**config.mk**
```make
export PLATFORM = sky130hd
export DESIGN_NAME = nibble_serial_sub_ctrl_flat
export DESIGN_NICKNAME = d
export VERILOG_FILES = /design/src/rtl/nibble_serial_sub_ctrl_if.sv /design/src/rtl/nibble_serial_sub_ctrl.sv /design/src/flat_wrapper.sv
export SDC_FILE = /design/constraint.sdc
export NUM_CORES = 1
export LEC_CHECK = 0
export ABC_AREA = 1
export BUFFER_PORTS_ARGS = -buffer_cell sky130_fd_sc_hd__buf_2
export CAP_MARGIN = 20
export CORE_MARGIN = 1
export CORE_UTILIZATION = 45
export DETAILED_ROUTE_END_ITERATION = 12
export MAX_ROUTING_LAYER = met4
export PLACE_DENSITY_LB_ADDON = 0.1
export SLEW_MARGIN = 5
export SYNTH_ARGS = -nofsm -noshare
export SYNTH_HDL_FRONTEND = slang
export SYNTH_SLANG_ARGS = --single-unit
```
**constraint.sdc**
```tcl
create_clock -name clk -period 3.9 [get_ports clk]
set_input_delay 0.195 -clock clk [delete_from_list [all_inputs] [get_ports clk]]
set_output_delay 0.195 -clock clk [all_outputs]
set_load 0.01 [all_outputs]
```
**src/rtl/nibble_serial_sub_ctrl_if.sv**
```systemverilog
// Operand/result handshake bundle for nibble_serial_sub_ctrl.
//   master : operand producer / result consumer side (drives in_*, out_ready)
//   slave  : the subtract sequencer (drives in_ready, out_*)
// Signals:
//   in_valid/in_ready    operand handshake
//   in_a, in_b           minuend / subtrahend (unsigned, WIDTH bits)
//   out_valid/out_ready  result handshake
//   out_diff             A - B modulo 2^WIDTH
//   out_borrow           1 when B > A
//   out_zero, out_ovf    only present when SUB_FLAGS_EN is defined
interface nibble_serial_sub_ctrl_if #(
  parameter int unsigned WIDTH = 16
);
  logic             in_valid;
  logic             in_ready;
  logic [WIDTH-1:0] in_a;
  logic [WIDTH-1:0] in_b;
  logic             out_valid;
  logic             out_ready;
  logic [WIDTH-1:0] out_diff;
  logic             out_borrow;
`ifdef SUB_FLAGS_EN
  logic             out_zero;
  logic             out_ovf;

  modport master (
    output in_valid, in_a, in_b, out_ready,
    input  in_ready, out_valid, out_diff, out_borrow, out_zero, out_ovf
  );

  modport slave (
    input  in_valid, in_a, in_b, out_ready,
    output in_ready, out_valid, out_diff, out_borrow, out_zero, out_ovf
  );
`else
  modport master (
    output in_valid, in_a, in_b, out_ready,
    input  in_ready, out_valid, out_diff, out_borrow
  );

  modport slave (
    input  in_valid, in_a, in_b, out_ready,
    output in_ready, out_valid, out_diff, out_borrow
  );
`endif
endinterface

```
**src/rtl/nibble_serial_sub_ctrl.sv**
```systemverilog
// Nibble-serial subtract sequencer: computes A - B over WIDTH bits using one 4-bit subtract
// datapath, one nibble per cycle LSB->MSB with a chained borrow.
// FSM: StIdle (accept operands) -> StRun (NNIB cycles) -> StDone (hold result) -> StIdle.
// Ports:
//   clk     rising-edge clock
//   rst     asynchronous active-high reset
//   bus_io  nibble_serial_sub_ctrl_if.slave: operand and result valid/ready handshakes
// Optional feature macro SUB_FLAGS_EN adds registered out_zero / out_ovf result flags.
module nibble_serial_sub_ctrl #(
  parameter int unsigned WIDTH = 16
) (
  input  logic                          clk,
  input  logic                          rst,
  nibble_serial_sub_ctrl_if.slave       bus_io
);

  localparam int unsigned NNIB = WIDTH / 4;
  localparam int unsigned IdxW = (NNIB > 1) ? $clog2(NNIB) : 1;
  localparam int unsigned Msb  = WIDTH - 1;

  typedef enum logic [1:0] {StIdle, StRun, StDone} state_e;

  state_e           state_q, state_d;
  logic [IdxW-1:0]  idx_q, idx_d;
  logic             borrow_q, borrow_d;
  logic [WIDTH-1:0] a_q, a_d;
  logic [WIDTH-1:0] b_q, b_d;
  logic [WIDTH-1:0] diff_q, diff_d;
`ifdef SUB_FLAGS_EN
  logic             zero_q, zero_d;
  logic             ovf_q, ovf_d;
`endif

  // Shared 4-bit datapath working on the nibble selected by idx_q.
  logic [IdxW+1:0]  nib_off;
  logic [3:0]       a_nib;
  logic [3:0]       b_nib;
  logic [4:0]       nib_t;
  logic             last_nib;

  assign nib_off  = {idx_q, 2'b00};
  assign a_nib    = a_q[nib_off +: 4];
  assign b_nib    = b_q[nib_off +: 4];
  // Bit 4 of the 5-bit difference is the borrow out of this nibble.
  assign nib_t    = {1'b0, a_nib} - {1'b0, b_nib} - {4'b0000, borrow_q};
  assign last_nib = (idx_q == IdxW'(NNIB - 1));

  always_comb begin
    state_d  = state_q;
    idx_d    = idx_q;
    borrow_d = borrow_q;
    a_d      = a_q;
    b_d      = b_q;
    diff_d   = diff_q;
`ifdef SUB_FLAGS_EN
    zero_d   = zero_q;
    ovf_d    = ovf_q;
`endif

    case (state_q)
      StIdle: begin
        if (bus_io.in_valid) begin
          a_d      = bus_io.in_a;
          b_d      = bus_io.in_b;
          idx_d    = '0;
          borrow_d = 1'b0;
          state_d  = StRun;
        end
      end

      StRun: begin
        diff_d[nib_off +: 4] = nib_t[3:0];
        borrow_d             = nib_t[4];
        if (last_nib) begin
          state_d = StDone;
`ifdef SUB_FLAGS_EN
          // diff_d already holds the complete result on the last nibble.
          zero_d = (diff_d == '0);
          ovf_d  = (a_q[Msb] != b_q[Msb]) && (diff_d[Msb] != a_q[Msb]);
`endif
        end else begin
          idx_d = idx_q + 1'b1;
        end
      end

      StDone: begin
        if (bus_io.out_ready) begin
          state_d = StIdle;
        end
      end

      default: state_d = StIdle;
    endcase
  end

  always_ff @(posedge clk or posedge rst) begin
    if (rst) begin
      state_q  <= StIdle;
      idx_q    <= '0;
      borrow_q <= 1'b0;
      a_q      <= '0;
      b_q      <= '0;
      diff_q   <= '0;
`ifdef SUB_FLAGS_EN
      zero_q   <= 1'b0;
      ovf_q    <= 1'b0;
`endif
    end else begin
      state_q  <= state_d;
      idx_q    <= idx_d;
      borrow_q <= borrow_d;
      a_q      <= a_d;
      b_q      <= b_d;
      diff_q   <= diff_d;
`ifdef SUB_FLAGS_EN
      zero_q   <= zero_d;
      ovf_q    <= ovf_d;
`endif
    end
  end

  assign bus_io.in_ready   = (state_q == StIdle);
  assign bus_io.out_valid  = (state_q == StDone);
  assign bus_io.out_diff   = diff_q;
  // After the last nibble the chained borrow is the final B > A indication.
  assign bus_io.out_borrow = borrow_q;
`ifdef SUB_FLAGS_EN
  assign bus_io.out_zero   = zero_q;
  assign bus_io.out_ovf    = ovf_q;
`endif

endmodule

```
**src/flat_wrapper.sv**
```systemverilog
// flat-port wrapper written by rule: the top's interface ports become plain ports
module nibble_serial_sub_ctrl_flat 
#(
  parameter int unsigned WIDTH = 16
)
  (clk, rst, bus_io_in_valid, bus_io_in_a, bus_io_in_b, bus_io_out_ready, bus_io_in_ready, bus_io_out_valid, bus_io_out_diff, bus_io_out_borrow);
  nibble_serial_sub_ctrl_if #(.WIDTH(WIDTH)) bus_io_i ();
  input  logic clk;
  input  logic rst;
  input wire logic [$bits(bus_io_i.in_valid)-1:0] bus_io_in_valid;
  input wire logic [$bits(bus_io_i.in_a)-1:0] bus_io_in_a;
  input wire logic [$bits(bus_io_i.in_b)-1:0] bus_io_in_b;
  input wire logic [$bits(bus_io_i.out_ready)-1:0] bus_io_out_ready;
  output wire logic [$bits(bus_io_i.in_ready)-1:0] bus_io_in_ready;
  output wire logic [$bits(bus_io_i.out_valid)-1:0] bus_io_out_valid;
  output wire logic [$bits(bus_io_i.out_diff)-1:0] bus_io_out_diff;
  output wire logic [$bits(bus_io_i.out_borrow)-1:0] bus_io_out_borrow;
  assign bus_io_i.in_valid = bus_io_in_valid;
  assign bus_io_i.in_a = bus_io_in_a;
  assign bus_io_i.in_b = bus_io_in_b;
  assign bus_io_i.out_ready = bus_io_out_ready;
  assign bus_io_in_ready = bus_io_i.in_ready;
  assign bus_io_out_valid = bus_io_i.out_valid;
  assign bus_io_out_diff = bus_io_i.out_diff;
  assign bus_io_out_borrow = bus_io_i.out_borrow;
  nibble_serial_sub_ctrl #(.WIDTH(WIDTH)) u_core (.clk(clk), .rst(rst), .bus_io(bus_io_i));
endmodule
```
# Yosys cells after proc, flatten, opt, wreduce, memory -nomap -nowiden
# Cells that the tools add are included.
# W data, S select, Z words.
# op_classes
n_addsub,4
n_eq_ne,7
shift,4
mux,10
reduce_logical,6
# ops
cell,count
$shiftx A16 B5 Y4,2
$bwmux W16,1
$shift A4 B6 Y16 const A,1
$shiftx A4 B6 Y16,1
$mux W2,5
$ne A2 B2 Y1 const B,3
$neg A4 Y6,1
$pmux W2 S3,1
$reduce_and A3 Y1,2
$sub A4 B4 Y5,1
$sub A5 B1 Y5,1
$eq A2 B2 Y1 const B,2
$pmux W2 S2,1
$reduce_and A2 Y1,2
$add A2 B1 Y2 const B,1
$eq A2 B1 Y1 const B,1
$logic_not A2 Y1,1
$ne A2 B1 Y1 const B,1
$pmux W1 S2,1
$reduce_bool A2 Y1,1
$mux W1,1
# word_totals
reg_bits,53
in_bits,36
output_inout_bits,19
wordCells,37

# Logic depth before layout (Yosys ltp)
# Gate-level depths: netlist (run 1).
# logic_depth
depth_word,5
ltp_mapped,13
mapped_depth_nobuf,11

# Least setup slack after synthesis (run 1)
# OpenSTA, ideal clock, no wires.
# synth_path
path_type,flip-flop to flip-flop
from,register u_core.idx_q[0]
to,register u_core.diff_q[13] (netlist: u_core.bus_io.out_diff[13])
setup_ps,83
arrival_time_ps,2312
required_time_ps,3817
setup_slack_ps,1505
path_stages_with_launch,12
path_buffers,2
period_less_slack_ps,2395
cell_sequence,dfrtp_1 > buf_6 > inv_6 > buf_2 > nand2_1 > a32o_1 > fa_1 > inv_1 > fa_1 > nor2_1 > nand2_1 > o21ai_0
# synth_via
elab_chain_cells,5
elab_cells_between_ends,8
classes_between,3 x add/sub; 4 x shift; 1 x mux
# synth_rtl
item,line,source
start: declaration,nibble_serial_sub_ctrl.sv:24,"logic [IdxW-1:0] idx_q, idx_d;"
start signal: assignment,nibble_serial_sub_ctrl.sv:110,idx_q <= idx_d;
$shiftx A16 B5 Y4 (on tied branches),"nibble_serial_sub_ctrl.sv:42, nibble_serial_sub_ctrl.sv:43",
$sub A4 B4 Y5,nibble_serial_sub_ctrl.sv:45,"assign nib_t = {1'b0, a_nib} - {1'b0, b_nib} - {4'b0000, borrow_q};"
$sub A5 B1 Y5,nibble_serial_sub_ctrl.sv:45,
$shiftx A4 B6 Y16,nibble_serial_sub_ctrl.sv:72,diff_d[nib_off +: 4] = nib_t[3:0];
$bwmux W16 (*),nibble_serial_sub_ctrl.sv:72,
end signal: assignment,nibble_serial_sub_ctrl.sv:114,diff_q <= diff_d;
end: declaration,nibble_serial_sub_ctrl.sv:28,"logic [WIDTH-1:0] diff_q, diff_d;"
# Every way passes the cells marked *; elsewhere a longest branch is shown, timed or not.
# A chain may end at the register's enable or synchronous reset.

# Worst setup path after layout (run 1)
# Ends and elaborated chain as after synthesis.

==> results_dict.tcl, run 1 <==
set metrics [dict create \
    start_util_pct 46.82 \
    fin_area_um2 3010 \
    crit_arrival_ns 2.89 \
    place.gp.congestion 0.8152 \
    synthAdderAreaFrac_pct 6.368 \
    dieArea_um2 6072 \
    synth-simple-area-share_pct 28.12 \
    areaGrowthSynthToFinish_pct 16.06 \
    cp.required_ns 4.14 \
    via_per_inst 4.815 \
    drtIter0Drc 94 \
    fillCellCount 579 \
    fin_cells 432 \
    wl_per_cell_um 12.25 \
    hp-class "input port to flop" \
    endpoint_kind "flop" \
    dp_hpwl_mm 3.888 \
    regToRegStartpoint "u_core.idx_q[0]" \
    ctsHoldBuffers 1 \
    grt_pass1_vias 1969 \
    nets 407 \
    track_usage_pct 20.28 \
    synth_compound_area_share_pct 8.008 \
    placedInstanceArea_um2 2920 \
    tritoncts "done" \
    status "completed" \
    num_antenna_cells 0 \
    finalMaxSlewViolations 0 \
    min_to "u_core.state_q[1]" \
    die_w_um 77.92 \
    place_ws_ns 1.268 \
    fp.dieH_um 77.92 \
    ys_top_cells_by_area "dfrtp_1 (51%), nand2_1 (20%), ha_1 (4.8%)" \
    seqPwrFrac_pct 35.4 \
    rsz0062_at_grt "false" \
    hold_depth 2 \
    post_cts_buffers 0 \
    yosys_warnings 0 \
    reg2reg_slack_ns 1.24 \
    clkSinkCount 53 \
    root_buffer "clkbuf_8" \
    finalPower_mw 2.723 \
    clockBufferDepth 2 \
    clk_latency_ns 0.31 \
    hold_viol 0 \
    power.internal_mw 1.461 \
    syn_nets 354 \
    final_common_cell "nand2_1" \
    yosysSeqAreaShare_pct 51.13 \
    via_count 2080 \
    fin_crit_sh_pct 68.08 \
    fin_setup_tns_ns 0 \
    p_sw_mw 1.263 \
    syn_inst 306 \
    core-area_um2 5540 \
    layout_setup_ws_ns 1.245 \
    critPathLaunchType "flop" \
    cap_violations 0 \
    syn_area_um2 2594 \
    wirelength_mm 5.291 \
    clk_pin_slew_ns 0.09 \
    dp_cells 423 \
    synth.top_cell.area_share_pct 51.13 \
    numCtsBuffers 5 \
    drive_gt1_share_pct 22.50 \
    rr_endpoint "u_core.bus_io.out_diff[13]" \
    synth_top_family_by_area "simple AND/OR/NAND/NOR gates" \
    p_comb_share_pct 53.6 \
    port_buffers 54 \
    slew_headroom_pct 53.41 \
    final_cell_mix "nand2_1 (138), buf_2 (54), dfrtp_1 (53)" \
    p_leak_nw 1.654 \
    worstMarginPinSlew_ns 0.6989 \
    power_density_nw_per_um2 904.6 \
    max_freq_mhz 376.6 \
    synthMuxAreaShare_pct 0 \
    synth.avg_cell_area_um2 8.476 \
    drt-pass1-iter-count 5 \
    rows 27 \
    cts_max_level 2 \
    yosysTopAreaCell "dfrtp_1" \
    critical_path_class "flop to flop" \
    yosys.cell_types.count 30 \
    synth-seq-cells 53 \
    ant_nets 0 \
    grt_max_degree 35 \
    antenna_found_initial 0 \
    finalClockSkew_ns 0.01209 \
    ff2ff_path_depth 9 \
    switching_share_pct 46.36 \
    pwr-share-clk_pct 11.0 \
    overflow 0 \
    final-setup-viol-count 0 \
    drc 0 \
    synth-xor-area-share_pct 0.6753 \
    fin_crit_ns 2.655 \
    ir_drop_mv 0.3075 \
    grt_pass1_wl_mm 9.197 \
    critPathMaxFanout 19 \
    io-pin-count 55 \
    post_cts_resized 0 \
    hp-start "bus_io_out_ready" \
]
[cell type report]
| type | count | area, um^2 | share of cell area [%] |
|---|---|---|---|
| Multi-Input combinational cell | 221 | 1120 | 37.20 |
| Clock buffer | 8 | 80.08 | 2.660 |
| Timing Repair Buffer | 57 | 307.8 | 10.22 |
| Inverter | 21 | 86.33 | 2.868 |
| Sequential cell | 53 | 1326 | 44.06 |
| Tap cell | 72 | 90.09 | 2.993 |
[stage by stage]
stage / hold WS [ns] / util [%]
after floorplan: 0.2915 / -
after global placement: 0.3821 / 52.35
after detailed placement: 0.2923 / 52.71
after CTS: 0.05088 / 54.34
after global routing: 0.06438 / 54.34
final: 0.05720 / 54.34
[cells in the mapped netlist, drive strengths merged]
master / n
o22ai: 4
nand2: 145
dfrtp: 53
inv: 21
nor3: 2
buf: 11
o21ai: 18
nand3: 9
ha: 10
nor2: 15
a22o: 2
nand4: 2
a32o: 3
xor2: 1
a32oi: 1
a21oi: 5
fa: 2
o31ai: 1
xnor2: 1
[power by group through the flow]
| stage | Combinational (mW) | Clock (mW) | Sequential, mW |
|---|---|---|---|
| 4_1_cts | 1.48 | 0.308 | 0.966 |
| 2_1_floorplan | 1.16 | 0 | 0.922 |
| 3_5_place_dp | 1.47 | 0 | 0.975 |
| 5_1_grt | 1.69 | 0.328 | 0.990 |
| 3_3_place_gp | 1.46 | 0 | 0.975 |
| 6_report | 1.46 | 0.300 | 0.964 |
[state kept, by name, summed over array words and instances, names as in the netlist]
name                      cells
u_core.a_q                   16
u_core.b_q                   16
u_core.bus_io.out_diff       16
u_core.idx_q                  2
u_core.state_q                2
u_core.bus_io.out_borrow      1
[kinds of logic (layout without fill, tap and decap cells)]
kind of cell / Yosys count / in the layout
adder cells (fa/ha/maj): 12 / 12
AO/OA/AOI/OAI: 34 / 34
flip-flops: 53 / 53
buffers and inverters: 32 / 86
XOR/XNOR: 2 / 2
AND/OR/NAND/NOR: 173 / 173
[worst max-delay path: stages (launching register included)]
cell and delay, ns:
dfrtp_1 0.80, inv_6 0.16, o21ai_0 0.20, o22ai_1 0.11
fa_1 0.40, inv_1 0.09, fa_1 0.43, nor2_1 0.15
nand2_1 0.09, o21ai_0 0.15
[per-layer routing]
| layer | vias to the layer above | global-route usage, % | routed length [um] |
|---|---|---|---|
| met2 | 42 | 31.86 | 2462 |
| met1 | 960 | 25.23 | 2512 |
| li1 | 1067 | - | - |
| met3 | 11 | 4.235 | 178 |
| met4 | 0 | 9.259 | 137 |
| met5 | - | - | 0 |
[how the worst max path moves through the flow]
| stage | depth (start not counted) | to | slack [ns] | from |
|---|---|---|---|---|
| 2_1_floorplan | 11 | u_core.bus_io.out_diff[13] | 1.50 | u_core.idx_q[0] |
| 3_3_place_gp | 9 | u_core.bus_io.out_diff[13] | 1.34 | u_core.idx_q[0] |
| 3_5_place_dp | 9 | u_core.bus_io.out_diff[13] | 1.27 | u_core.idx_q[0] |
| 4_1_cts | 9 | u_core.bus_io.out_diff[13] | 1.25 | u_core.idx_q[0] |
| 5_1_grt | 9 | u_core.bus_io.out_diff[13] | 1.02 | u_core.idx_q[0] |
| 6_report | 9 | u_core.bus_io.out_diff[13] | 1.24 | u_core.idx_q[0] |
Note: power is estimated with default switching activity, not from simulation.
==> inputs of run 2 (changes only) <==
- ABC_AREA: 1 -> 0
- clock period: 3.9 -> 2.3 ns (I/O delays scaled with it)
==> results_dict.tcl, run 2 <==
set metrics [dict create \
    status "completed" \
    finalClockSkew_ns 0.01507 \
    power.internal_mw 3.248 \
    finalPower_mw 5.390 \
    endpoint_kind "flop" \
    slew_headroom_pct 68.42 \
    synth.avg_cell_area_um2 12.95 \
    synth-seq-cells 53 \
    synth-simple-area-share_pct 6.646 \
    synthMuxAreaShare_pct 22.55 \
    crit_arrival_ns 2.41 \
    via_count 1635 \
    pwr-share-clk_pct 12.0 \
    hold_viol 0 \
    synth-edff-count 0 \
    areaGrowthSynthToFinish_pct 25.15 \
    hold-worst-slack_ns 0.01623 \
    clk_latency_ns 0.31 \
    syn_area_um2 2447 \
    root_buffer "clkbuf_8" \
    yosys.cell_count.top_type "dfrtp_1" \
    yosys_warnings 0 \
    via_per_inst 5.031 \
    ant_nets 0 \
    fin_crit_sh_pct 95.85 \
    antenna_found_initial 0 \
    syn_inst 189 \
    grt_pass1_wl_mm 7.231 \
    cap_violations 0 \
    hp-class "input port to flop" \
    wirelength_mm 4.513 \
    synth_compound_area_share_pct 4.959 \
    path_cells "mux4_2, fa_2, ha_1, a21oi_4, xor2_4, o21ai_1" \
    start_util_pct 47.31 \
    dp_hpwl_mm 3.387 \
    drtIter0Drc 71 \
    final_common_cell "buf_2" \
    critPathLaunchType "flop" \
    critical_path_class "flop to flop" \
    clk_pin_slew_ns 0.10 \
    track_usage_pct 18.10 \
    critPathMaxFanout 4 \
    nets 302 \
    grt_pass1_vias 1536 \
    drive_gt1_share_pct 34.90 \
    synth-xor-area-share_pct 1.380 \
    synth_top_family_by_area "multiplexers" \
    overflow 0 \
    syn_nets 237 \
    clkSinkCount 53 \
    finalMaxSlewViolations 0 \
    seqPwrFrac_pct 30.2 \
    fp.dieH_um 75.75 \
    place.gp.congestion 0.8030 \
    reg2reg_slack_ns 0.1 \
    yosysTopAreaCell "dfrtp_1" \
    dieArea_um2 5737 \
    max_stage_delay_ns 0.52 \
    p_leak_nw 1.470 \
    port_buffers 54 \
    yosys.cell_types.count 25 \
    final-setup-viol-count 0 \
    core-area_um2 5172 \
    power_density_nw_per_um2 1760 \
    cp.required_ns 2.51 \
    synthAdderAreaFrac_pct 6.748 \
    numCtsBuffers 5 \
    rows 26 \
    drt-pass1-iter-count 4 \
    worstMarginPinSlew_ns 0.4737 \
    synth-main-ff-cell "dfrtp_1" \
    drc 0 \
    final_cell_mix "buf_2 (54), dfrtp_1 (52), mux2_1 (32)" \
    yosysSeqAreaShare_pct 54.19 \
    cts_max_level 2 \
    p_sw_mw 2.142 \
    netlist_top_cells_count "dfrtp_1 (53), mux2_1 (32), nand2_1 (21), o21ai_1 (16), inv_1 (15)" \
    tritoncts "done" \
    max_freq_mhz 453.6 \
    synthArstFlopShare_pct 100.0 \
    num_antenna_cells 0 \
    io-pin-count 55 \
    p_comb_share_pct 57.8 \
    ys_top_cells_by_area "dfrtp_1 (54%), mux2_1 (15%), mux4_2 (7.4%)" \
    synth.top_cell.area_share_pct 54.19 \
    die_w_um 75.75 \
    clockBufferDepth 2 \
    grt_max_degree 54 \
    switching_share_pct 39.74 \
    ir_drop_mv 0.8270 \
    wl_per_cell_um 13.89 \
    fin_crit_ns 2.205 \
    slowest_stage "mux4_2" \
]
==> run 2: changes by cell type after synthesis, sizes merged, moves of 5 or more <==
cell / change
buf: -5
inv: -6
mux2: +33
mux4: +8
nand2: -124
nand3: -8
nor2: -9
==> run 2: layout make-up <==
class	instances	area [um^2]
clock buffers	7	86.33
clock inverters	1	30.03
fillers	433	2110
inverters	15	56.30
multi-input cells	115	1086
flip-flops and latches	53	1328
well taps	70	87.58
repair buffers	64	389.1
==> run 2: path summary, 6_finish.rpt <==
check / from / end / cells after the start
min in group asynchronous: rst / u_core.bus_io.out_diff[15] / 4
worst min-delay path: bus_io_in_b[7] / u_core.b_q[7] / 2
worst max-delay path: u_core.idx_q[0] / u_core.bus_io.out_diff[15] / 6
max in group asynchronous: rst / u_core.idx_q[0] / 4
worst max register to register: u_core.idx_q[0] / u_core.bus_io.out_diff[15] / 6
worst min register to register: u_core.bus_io.out_diff[5] / u_core.bus_io.out_diff[5] / 2
==> run 2: critical path: cells and delay by family, from the launching register on <==
family	cells	cell delay, ns
adder cells (fa/ha/maj)	2	0.68
multiplexers	1	0.52
flip-flops	1	0.42
AO/OA/AOI/OAI	2	0.27
XOR/XNOR	1	0.21
==> run 2: what timing repair did <==
item	4_1_cts	5_1_grt
endpoints found under the setup margin	4	7
pin swaps	2	1
hold buffers	1	0
gates resized for setup	2	8
gates cloned	0	0
setup buffers	0	2
hold endpoints to repair	53	0
==> run 2: cells by family after synthesis <==
family	after synthesis
compound gates	22
xor+xnor	3
fa+ha+maj	12
buf+inv	21
flops	53
mux	41
simple gates	37
==> run 2: power groups by stage <==
stage	Clock [mW]	Sequential, mW	Combinational, mW
after floorplan	0	1.62	1.85
after global placement	0	1.64	2.65
after detailed placement	0	1.65	2.70
after CTS	0.661	1.63	2.77
after global routing	0.690	1.68	3.45
final	0.649	1.63	3.11
==> run 2: routing by layer <==
layer / wire length (um) / GRT usage [%] / vias to the layer above / part of all wire (%)
li1: - / - / 778 / -
met1: 2125 / 23.90 / 805 / 47
met2: 2084 / 26.16 / 41 / 46
met3: 172 / 4.101 / 11 / 3.8
met4: 129 / 9.259 / 0 / 2.9
met5: 0 / - / - / 0
==> run 2: metrics by stage <==
stage	cells	setup WS, ns	area, um^2	TNS (ns)	utilization, %
final	325	0.09537	3063	0	59.22
after global placement	314	0.02324	2865	0	55.39
after global routing	325	-0.003852	3063	-0.003852	59.22
after CTS	323	0.003470	3002	0	58.03
after detailed placement	314	-0.03976	2865	-0.1330	55.39
after floorplan	189	-0.03108	2456	-0.1074	-
==> inputs of run 3 (changes only) <==
- PLACE_DENSITY: not set -> 0.75
- PLACE_DENSITY_LB_ADDON: 0.1 -> not set
==> results_dict.tcl, run 3 (synthesis gave the netlist of run 2 again) <==
set metrics [dict create \
    status "completed" \
    path_cells "mux4_2, fa_2, ha_1, nand2b_1, a21oi_2, xor2_2, o21ai_1" \
    track_usage_pct 17.66 \
    hold_depth 2 \
    path_buf_inv 0 \
    io-pin-count 55 \
    antenna_found_initial 0 \
    rr_endpoint "u_core.bus_io.out_diff[7]" \
    start_util_pct 47.31 \
    ff2ff_path_depth 7 \
    finalClockSkew_ns 0.006768 \
    clockBufferDepth 2 \
    critical_path_class "flop to flop" \
    layout_setup_ws_ns 0.08455 \
    critPathMaxFanout 4 \
    worstMarginPinSlew_ns 0.5770 \
    via_count 1607 \
    final_common_cell "buf_2" \
    ant_nets 0 \
    p_leak_nw 1.443 \
    grt_max_degree 34 \
    rows 26 \
    wl_per_cell_um 13.73 \
    power_density_nw_per_um2 1641 \
    tritoncts "done" \
    fillCellCount 438 \
    max_stage_delay_ns 0.53 \
    drt-pass1-iter-count 4 \
    dieArea_um2 5737 \
    hp-start "bus_io_in_a[2]" \
    cp.required_ns 2.47 \
    fin_crit_ns 2.215 \
    finalMaxSlewViolations 0 \
    fin_setup_tns_ns 0 \
    grt_pass1_vias 1583 \
    core-area_um2 5172 \
    cap_violations 0 \
    areaGrowthSynthToFinish_pct 22.29 \
    port_buffers 54 \
    regToRegStartpoint "u_core.idx_q[0]" \
    fp.dieH_um 75.75 \
    max_freq_mhz 451.4 \
    final-setup-viol-count 0 \
    ir_drop_mv 0.9658 \
    cp.depth 7 \
    critPathLaunchType "flop" \
    wirelength_mm 4.462 \
    drtIter0Drc 34 \
    fin_crit_sh_pct 96.32 \
    grt_pass1_wl_mm 7.279 \
    reg2reg_slack_ns 0.08 \
    clk_latency_ns 0.30 \
    slew_headroom_pct 61.48 \
    cts_max_level 2 \
    numCtsBuffers 5 \
    min_to "u_core.a_q[2]" \
    clk_pin_slew_ns 0.09 \
    die_w_um 75.75 \
    num_antenna_cells 0 \
    final_cell_mix "buf_2 (54), dfrtp_1 (52), mux2_1 (32)" \
    endpoint_kind "flop" \
    hp-class "input port to flop" \
    drive_gt1_share_pct 34.90 \
    hold_viol 0 \
    drc 0 \
    nets 303 \
    clkSinkCount 53 \
    root_buffer "clkbuf_8" \
    place_ws_ns -0.1107 \
    dp_hpwl_mm 3.382 \
    crit_family "adder cells" \
    crit_arrival_ns 2.39 \
    slowest_stage "mux4_2" \
    place.gp.congestion 0.7747 \
    overflow 0 \
    via_per_inst 4.945 \
]
==> run 3: changes by cell type in the layout (fill, tap and decap cells not counted), sizes merged <==
cell,change
buf,+1
bufinv,-1
==> run 3: routing by layer <==
layer / up-vias / GRT usage (%) / part of all wire [%]
met1: 784 / 23.57 / 46
met5: - / - / 0
li1: 776 / - / -
met3: 4 / 3.968 / 4.5
met4: 0 / 3.704 / 0.58
met2: 43 / 27.83 / 49
==> run 3: what timing repair did <==
item                       CTS  global route
hold endpoints to repair    26             0
hold buffers                 1             0
pin swaps                    0             3
gates cloned                 0             0
buffers inserted             1             2
setup endpoints to repair    5             8
resized for setup            2             6
==> run 3: layout make-up <==
cell class / instances / area (um^2) / share of cell area (%)
Sequential cell: 53 / 1328 / 44.36
Multi-Input combinational cell: 115 / 1064 / 35.54
Timing Repair Buffer: 65 / 371.6 / 12.42
Tap cell: 70 / 87.58 / 2.926
Clock buffer: 7 / 86.33 / 2.885
Inverter: 15 / 56.30 / 1.881
==> run 3: worst max-delay path by stage <==
stage / startpoint / endpoint / slack (ns)
floorplan: u_core.idx_q[0] / u_core.bus_io.out_diff[11] / -0.03
global placement: u_core.idx_q[1] / u_core.bus_io.out_diff[14] / -0.04
detailed placement: u_core.idx_q[1] / u_core.bus_io.out_diff[14] / -0.11
CTS: u_core.idx_q[1] / u_core.bus_io.out_borrow / 0.02
global route: u_core.idx_q[0] / u_core.bus_io.out_diff[11] / -0.007
finish: u_core.idx_q[0] / u_core.bus_io.out_diff[7] / 0.08
==> run 3: power by group <==
group,leakage (nW),total (mW),internal [mW],switching (mW)
Clock,0.0443,0.511,0.239,0.271
Sequential,0.657,1.62,1.38,0.242
Combinational,0.742,2.78,1.33,1.45
Total,1.44,4.91,2.95,1.96
==> run 3: through the flow <==
stage | hold WS [ns] | utilization [%] | instance area (um^2) | power [mW] | instances
3_5_place_dp | 0.2165 | 54.91 | 2840 | 4.189 | 314
3_3_place_gp | 0.2060 | 54.91 | 2840 | 4.103 | 314
2_1_floorplan | 0.2497 | - | 2456 | 3.471 | 189
6_report | 0.02559 | 57.86 | 2993 | 4.912 | 325
4_1_cts | 0.01989 | 57.09 | 2953 | 4.769 | 323
5_1_grt | 0.01264 | 57.86 | 2993 | 5.349 | 325
